File: src/rtl/framebuffer_pixel_writer_pkg.sv
// Shared types and helpers for the framebuffer pixel writer:
// Q16.16 fixed-point scalar and RGBA vector types, the far-plane depth value,
// the writer FSM state encoding and the RGBA8888 packing helper.
package framebuffer_pixel_writer_pkg;

    localparam int FRAC_BITS = 16;

    typedef logic signed [31:0] FixedPoint_t;

    typedef struct packed {
        FixedPoint_t x;   // red
        FixedPoint_t y;   // green
        FixedPoint_t z;   // blue
        FixedPoint_t w;   // alpha
    } Vector4_t;

    // Depth value written by a clear: the largest positive depth, so any
    // finite sample depth is nearer.
    localparam logic [31:0] DEPTH_FAR = 32'h7FFF_FFFF;

    typedef enum logic [2:0] {
        ST_IDLE    = 3'd0,
        ST_READ    = 3'd1,
        ST_COMPARE = 3'd2,
        ST_WRITE   = 3'd3,
        ST_CLEAR   = 3'd4
    } state_t;

    function automatic FixedPoint_t fixed_point_multiply(input FixedPoint_t a,
                                                         input FixedPoint_t b);
        logic signed [63:0] a_ext;
        logic signed [63:0] b_ext;
        logic signed [63:0] prod;
        a_ext = {{32{a[31]}}, a};
        b_ext = {{32{b[31]}}, b};
        prod  = a_ext * b_ext;
        return prod[47:16];
    endfunction

    function automatic FixedPoint_t uint8_to_fixed_point(input logic [7:0] u);
        return {8'd0, u, 16'd0};
    endfunction

    function automatic logic [31:0] pack_rgba8888(input logic [7:0] r,
                                                  input logic [7:0] g,
                                                  input logic [7:0] b,
                                                  input logic [7:0] a);
        return {r, g, b, a};
    endfunction

endpackage

File: src/rtl/framebuffer_pixel_writer_conv.sv
// fixed_to_rgba8888: combinational conversion of a fixed-point RGBA vector
// (1.0 = full intensity) into packed RGBA8888. Each channel is scaled by 255,
// truncated to its integer part and clamped to 0..255.
import framebuffer_pixel_writer_pkg::*;

module fixed_to_rgba8888 (
    input  Vector4_t    colour,
    output logic [31:0] rgba
);

    function automatic logic [7:0] to_channel(input FixedPoint_t c);
        FixedPoint_t scaled;
        FixedPoint_t whole;
        scaled = fixed_point_multiply(c, uint8_to_fixed_point(8'd255));
        whole  = scaled >>> FRAC_BITS;
        if (whole < 0) begin
            return 8'd0;
        end else if (whole > 255) begin
            return 8'd255;
        end
        return whole[7:0];
    endfunction

    // Convert and pack all four channels.
    always_comb begin
        rgba = pack_rgba8888(to_channel(colour.x), to_channel(colour.y),
                             to_channel(colour.z), to_channel(colour.w));
    end

endmodule

File: src/rtl/framebuffer_pixel_writer.sv
// framebuffer_pixel_writer: accepts shaded pixel samples from the rasterizer,
// optionally depth-tests them against an external depth buffer and writes
// passing pixels to the colour framebuffer as RGBA8888. Also runs a
// full-screen clear sweep of colour and depth.
//
// Build option: define FRAMEBUFFER_DEPTH_TEST_EN to enable the depth test
// (READ/COMPARE states and depth memory traffic). Without it, covered
// in-range pixels are written directly and the depth strobes stay low.
import framebuffer_pixel_writer_pkg::*;

module framebuffer_pixel_writer #(
    parameter int WIDTH  = 64,
    parameter int HEIGHT = 64,
    parameter int ADDR_W = $clog2(WIDTH * HEIGHT)
) (
    input  logic              i_clk,
    input  logic              i_reset,
    input  logic              i_valid,
    output logic              o_ready,
    input  logic signed [31:0] i_x,
    input  logic signed [31:0] i_y,
    input  Vector4_t          i_colour,
    input  FixedPoint_t       i_z,
    input  logic              i_write,
    input  logic              i_clear,
    input  logic [31:0]       i_clear_colour,
    output logic              o_clear_done,
    output logic [ADDR_W-1:0] o_depth_addr,
    output logic              o_depth_rd,
    input  logic [31:0]       i_depth_rdata,
    output logic              o_depth_wr,
    output logic [31:0]       o_depth_wdata,
    output logic [ADDR_W-1:0] o_colour_addr,
    output logic              o_colour_wr,
    output logic [31:0]       o_colour_wdata,
    output logic [31:0]       o_written_count
);

`ifdef FRAMEBUFFER_DEPTH_TEST_EN
    localparam logic DEPTH_EN = 1'b1;
`else
    localparam logic DEPTH_EN = 1'b0;
`endif

    localparam logic [ADDR_W-1:0] LAST_ADDR = ADDR_W'(WIDTH * HEIGHT - 1);

    state_t             state;
    logic               in_range;
    logic signed [31:0] lin_addr;
    logic [31:0]        conv_rgba;
    logic               take_pixel;

    fixed_to_rgba8888 u_conv (
        .colour (i_colour),
        .rgba   (conv_rgba)
    );

    assign o_ready    = (state == ST_IDLE) && !i_clear;
    assign in_range   = (i_x >= 0) && (i_x < WIDTH) && (i_y >= 0) && (i_y < HEIGHT);
    assign lin_addr   = i_y * WIDTH + i_x;
    assign take_pixel = o_ready && i_valid && i_write && in_range;

`ifdef FRAMEBUFFER_DEPTH_TEST_EN
    logic [ADDR_W-1:0] pix_addr;
    logic [31:0]       pix_rgba;
    FixedPoint_t       pix_z;

    // Hold the accepted pixel while its depth is fetched and compared.
    always_ff @(posedge i_clk) begin
        if (take_pixel) begin
            pix_addr <= ADDR_W'(lin_addr);
            pix_rgba <= conv_rgba;
            pix_z    <= i_z;
        end
    end
`else
    logic [31:0] unused_rdata;
    assign unused_rdata = i_depth_rdata;
`endif

    // Writer FSM: pixel path, clear sweep and all registered memory outputs.
    always_ff @(posedge i_clk) begin
        if (i_reset) begin
            state           <= ST_IDLE;
            o_depth_rd      <= 1'b0;
            o_depth_wr      <= 1'b0;
            o_colour_wr     <= 1'b0;
            o_clear_done    <= 1'b0;
            o_depth_addr    <= '0;
            o_colour_addr   <= '0;
            o_depth_wdata   <= '0;
            o_colour_wdata  <= '0;
            o_written_count <= '0;
        end else begin
            // Strobes are single-cycle unless re-asserted below.
            o_depth_rd   <= 1'b0;
            o_depth_wr   <= 1'b0;
            o_colour_wr  <= 1'b0;
            o_clear_done <= 1'b0;

            case (state)
                ST_IDLE: begin
                    if (i_clear) begin
                        // Clear wins over a simultaneous pixel; first write
                        // goes out in the next cycle at address 0.
                        state          <= ST_CLEAR;
                        o_colour_wr    <= 1'b1;
                        o_colour_addr  <= '0;
                        o_colour_wdata <= i_clear_colour;
                        o_depth_wr     <= DEPTH_EN;
                        o_depth_addr   <= '0;
                        o_depth_wdata  <= DEPTH_FAR;
                    end else if (take_pixel) begin
`ifdef FRAMEBUFFER_DEPTH_TEST_EN
                        state        <= ST_READ;
                        o_depth_rd   <= 1'b1;
                        o_depth_addr <= ADDR_W'(lin_addr);
`else
                        // No depth test: write the colour straight away.
                        state           <= ST_WRITE;
                        o_colour_wr     <= 1'b1;
                        o_colour_addr   <= ADDR_W'(lin_addr);
                        o_colour_wdata  <= conv_rgba;
                        o_depth_addr    <= ADDR_W'(lin_addr);
                        o_depth_wdata   <= i_z;
                        o_written_count <= o_written_count + 32'd1;
`endif
                    end
                end

`ifdef FRAMEBUFFER_DEPTH_TEST_EN
                ST_READ: begin
                    // Read strobe is on the bus this cycle; data arrives next.
                    state <= ST_COMPARE;
                end

                ST_COMPARE: begin
                    // Strictly nearer wins; equal depth is rejected.
                    if (pix_z < $signed(i_depth_rdata)) begin
                        state           <= ST_WRITE;
                        o_colour_wr     <= 1'b1;
                        o_colour_addr   <= pix_addr;
                        o_colour_wdata  <= pix_rgba;
                        o_depth_wr      <= 1'b1;
                        o_depth_addr    <= pix_addr;
                        o_depth_wdata   <= pix_z;
                        o_written_count <= o_written_count + 32'd1;
                    end else begin
                        state <= ST_IDLE;
                    end
                end
`endif

                ST_WRITE: begin
                    state <= ST_IDLE;
                end

                ST_CLEAR: begin
                    if (o_clear_done) begin
                        state <= ST_IDLE;
                    end else if (o_colour_addr != LAST_ADDR) begin
                        o_colour_wr   <= 1'b1;
                        o_colour_addr <= o_colour_addr + ADDR_W'(1);
                        o_depth_wr    <= DEPTH_EN;
                        o_depth_addr  <= o_depth_addr + ADDR_W'(1);
                    end else begin
                        // Last write was on the bus this cycle.
                        o_clear_done <= 1'b1;
                    end
                end

                default: begin
                    state <= ST_IDLE;
                end
            endcase
        end
    end

endmodule
File: config.mk
export PLATFORM = sky130hd
export DESIGN_NAME = framebuffer_pixel_writer
export DESIGN_NICKNAME = d
export VERILOG_FILES = /design/src/rtl/framebuffer_pixel_writer_pkg.sv /design/src/rtl/framebuffer_pixel_writer_conv.sv /design/src/rtl/framebuffer_pixel_writer.sv
export SDC_FILE = /design/constraint.sdc
export NUM_CORES = 2
export LEC_CHECK = 0
export ABC_AREA = 1
export CORE_MARGIN = 5
export CORE_UTILIZATION = 41
export CTS_BUF_LIST = sky130_fd_sc_hd__clkbuf_16
export CTS_CLUSTER_SIZE = 28
export DETAILED_ROUTE_END_ITERATION = 8
export GPL_TIMING_DRIVEN = 1
export SLEW_MARGIN = 10
export SYNTH_ARGS = -nofsm -noshare
export SYNTH_HDL_FRONTEND = slang
export SYNTH_SLANG_ARGS = --single-unit
File: constraint.sdc
create_clock -name i_clk -period 15 [get_ports i_clk]
set_clock_uncertainty 0.2 [all_clocks]
set_input_delay 3 -clock i_clk [delete_from_list [all_inputs] [get_ports i_clk]]
set_output_delay 3 -clock i_clk [all_outputs]
set_load 0.01 [all_outputs]
==> results.sh <==
export IMPL_drv_slew=0
export IMPL_coreArea_um2=74070
export IMPL_cp_data_required_time_ps=15130
export IMPL_place_congestion=0.9381
export IMPL_first_global_vias=26580
export IMPL_drive_gt1_frac=0.02978
export IMPL_setup_tns_ps=0
export IMPL_ys_seq_area_frac=0.08138
export IMPL_syn_inst=4257
export IMPL_dieArea_um2=79950
export IMPL_rows=100
export IMPL_clkLatencyLatePin_ps=480
export IMPL_place_hpwl_um=74040
export IMPL_rr_worst_depth=10
export IMPL_ys_ff_latch=124
export IMPL_cts_root_buf="clkbuf_16"
export IMPL_synth_area_leader_cell="fa_1"
export IMPL_die_h_um=282.8
export IMPL_hold_depth=2
export IMPL_drcViolationCount=0
export IMPL_cp_end_kind="register"
export IMPL_grt_usage=0.2120
export IMPL_worstMarginPinSlew_ps=1100
export IMPL_hp_start="o_depth_wdata[19]"
export IMPL_hold_violations=0
export IMPL_portBuffers=383
export IMPL_rrSetupSlack_ps=11270
export IMPL_num_vias=26000
export IMPL_synthToLayoutAreaGrowth_pct=17.91
export IMPL_ant_nets=0
export IMPL_synth_edf_count=0
export IMPL_layout_cells_non_filler=5609
export IMPL_syn_cell_area_um2=30500
export IMPL_ctsResizeCount=0
export IMPL_finalNetCount=5679
export IMPL_vias_per_cell=4.636
export IMPL_initial_core_util=0.4118
export IMPL_cpMaxStageDelayCell="fa_1"
export IMPL_cts_tree="done"
export IMPL_slew_headroom=0.2651
export IMPL_drv_cap=0
export IMPL_wl_per_cell_um=14.82
export IMPL_yosysMostFrequentCell="inv_1"
export IMPL_synthArstFlopShare=0
export IMPL_dr_pass1_iters=5
export IMPL_path_clk_slew_ps=60
export IMPL_status="completed"
export IMPL_avgSynthCellArea_um2=7.165
export IMPL_min_path_type="reg2reg"
export IMPL_overflow=0
export IMPL_synth_area_leaders="fa_1, inv_1, nand2_1"
export IMPL_grt_pass1_wl_um=135800
export IMPL_max_freq_mhz=124.5
export IMPL_final_core_util=0.4856
export IMPL_place_inst=5571
export IMPL_clk_path_buf_depth=2
export IMPL_synth_ff_type="dfxtp_1"
export IMPL_htree_levels=4
export IMPL_grt_max_degree=67
export IMPL_slowest_delay_ps=610
export IMPL_fin_crit_ps=8034
export IMPL_cts_sinks=124
export IMPL_io_pins=418
export IMPL_antenna_found_initial=7
export IMPL_post_cts_setup_buffers=0
export IMPL_cts_buffers=17
export IMPL_wl_um=83110
export IMPL_critical_path_class="in2reg"
export IMPL_finalSetupViolCount=0
export IMPL_r2r_end="o_written_count[3]"
export IMPL_powerDensity_nw_per_um2=227.5
export IMPL_synth_distinct_cells=51
export IMPL_drtIter0Drc=1158
export IMPL_cp_start_kind="primary input"
export IMPL_r2r_start="state[1]"
export IMPL_fin_crit_sh=0.5356
export IMPL_path_max_fanout=9
export IMPL_yosys_warnings=0
export IMPL_dieWidth_um=282.8
export IMPL_yosysTopAreaCellShare=0.3367
export IMPL_peakVddDrop_v=0.0001201
export IMPL_leakagePower_nw=19.01
export IMPL_synth_commonest_cells="inv_1, nand2_1, fa_1, nor2_1, ha_1"
export IMPL_worstHoldEndpoint="o_depth_wdata[19]"
export IMPL_total_power_mw=8.181
export IMPL_hold_buffers=0
export IMPL_arrival_ps=8160
export IMPL_rsz0062_at_grt="no"
[stage by stage]
stage               area (µm²)  hold WS [ps]  setup slack [ps]
floorplan                30510         267.7              7701
global placement         35390         231.4              6501
detailed placement       35390         234.6              6449
CTS                      35950         244.4              6973
global route             35960         260.9              6584
finish                   35970         243.1              6966
[where the power goes]
part,switching (mW),leakage [nW],internal [mW]
registers,0.0260,1.02,0.370
clock network,0.193,0.278,0.230
logic,4.72,17.7,2.65
total,4.93,19.0,3.25
[worst max-delay path, delay by kind of cell]
kind,cells,cell delay (ps)
and+or+nand+nor,12,1470
AOI/OAI and AO/OA,2,270
buffers and inverters,6,910
adders and majority gates,5,2500
[logic make-up after synthesis]
| family | count (synthesis) | share of synthesized area |
|---|---|---|
| AOI/OAI and AO/OA | 348 | 0.06473 |
| adders and majority gates | 765 | 0.4401 |
| DFF | 124 | 0.08138 |
| buffers and inverters | 1324 | 0.1644 |
| xor gates and xnor gates | 85 | 0.02441 |
| and+or+nand+nor | 1610 | 0.2249 |
| other | 1 | 0.0001229 |
[state kept, by name, summed over array words and instances, names as in the netlist]
| name | cells |
|---|---|
| state | 2 |
| o_colour_wdata | 32 |
| o_depth_wdata | 32 |
| o_depth_addr | 12 |
| o_written_count | 32 |
| o_colour_wr | 1 |
| o_clear_done | 1 |
| o_colour_addr | 12 |
[how the worst max path moves through the flow]
| stage | endpoint | from | cells after the start | slack, ps |
|---|---|---|---|---|
| 6_report | o_colour_wdata[15] | i_colour[48] | 25 | 6970 |
| 5_1_grt | o_colour_wdata[6] | i_colour[16] | 25 | 6580 |
| 4_1_cts | o_colour_wdata[15] | i_colour[48] | 25 | 6970 |
| 3_5_place_dp | o_colour_wdata[15] | i_colour[48] | 25 | 6450 |
| 3_3_place_gp | o_colour_wdata[15] | i_colour[48] | 25 | 6500 |
| 2_1_floorplan | o_colour_wdata[10] | i_colour[48] | 24 | 7700 |
[per-layer routing]
metal | track usage | wire (µm)
met1 | 0.2862 | 37690
met2 | 0.3523 | 38650
met3 | 0.04097 | 4779
met4 | 0.05534 | 1982
met5 | 0 | 0
[cell type report]
type / instances / area (µm²)
Clock buffer: 17 / 425.4
Antenna cell: 6 / 15.01
Timing Repair Buffer: 390 / 3884
Multi-Input combinational cell: 2810 / 23010
Sequential cell: 124 / 2482
Tap cell: 969 / 1212
Clock inverter: 15 / 140.1
Fill cell: 7560 / 38100
Inverter: 1278 / 4797
[cells in the final DEF, fill, tap and decap left out, types with 10 or more instances in the layout]
| cell | n |
|---|---|
| a21o_1 | 12 |
| a21oi_1 | 199 |
| a31oi_1 | 10 |
| clkbuf_16 | 17 |
| clkdlybuf4s50_1 | 382 |
| dfxtp_1 | 124 |
| fa_1 | 513 |
| ha_1 | 252 |
| inv_1 | 1259 |
| inv_2 | 17 |
| nand2_1 | 944 |
| nand2_2 | 14 |
| nand3_1 | 164 |
| nand3b_1 | 14 |
| nand4_1 | 33 |
| nor2_1 | 317 |
| nor2_2 | 19 |
| nor3_1 | 29 |
| nor4_1 | 25 |
| o21ai_0 | 58 |
| o21ai_1 | 18 |
| o21bai_1 | 26 |
| xnor2_1 | 35 |
| xor2_1 | 50 |
(Power assumes the default switching activity.)
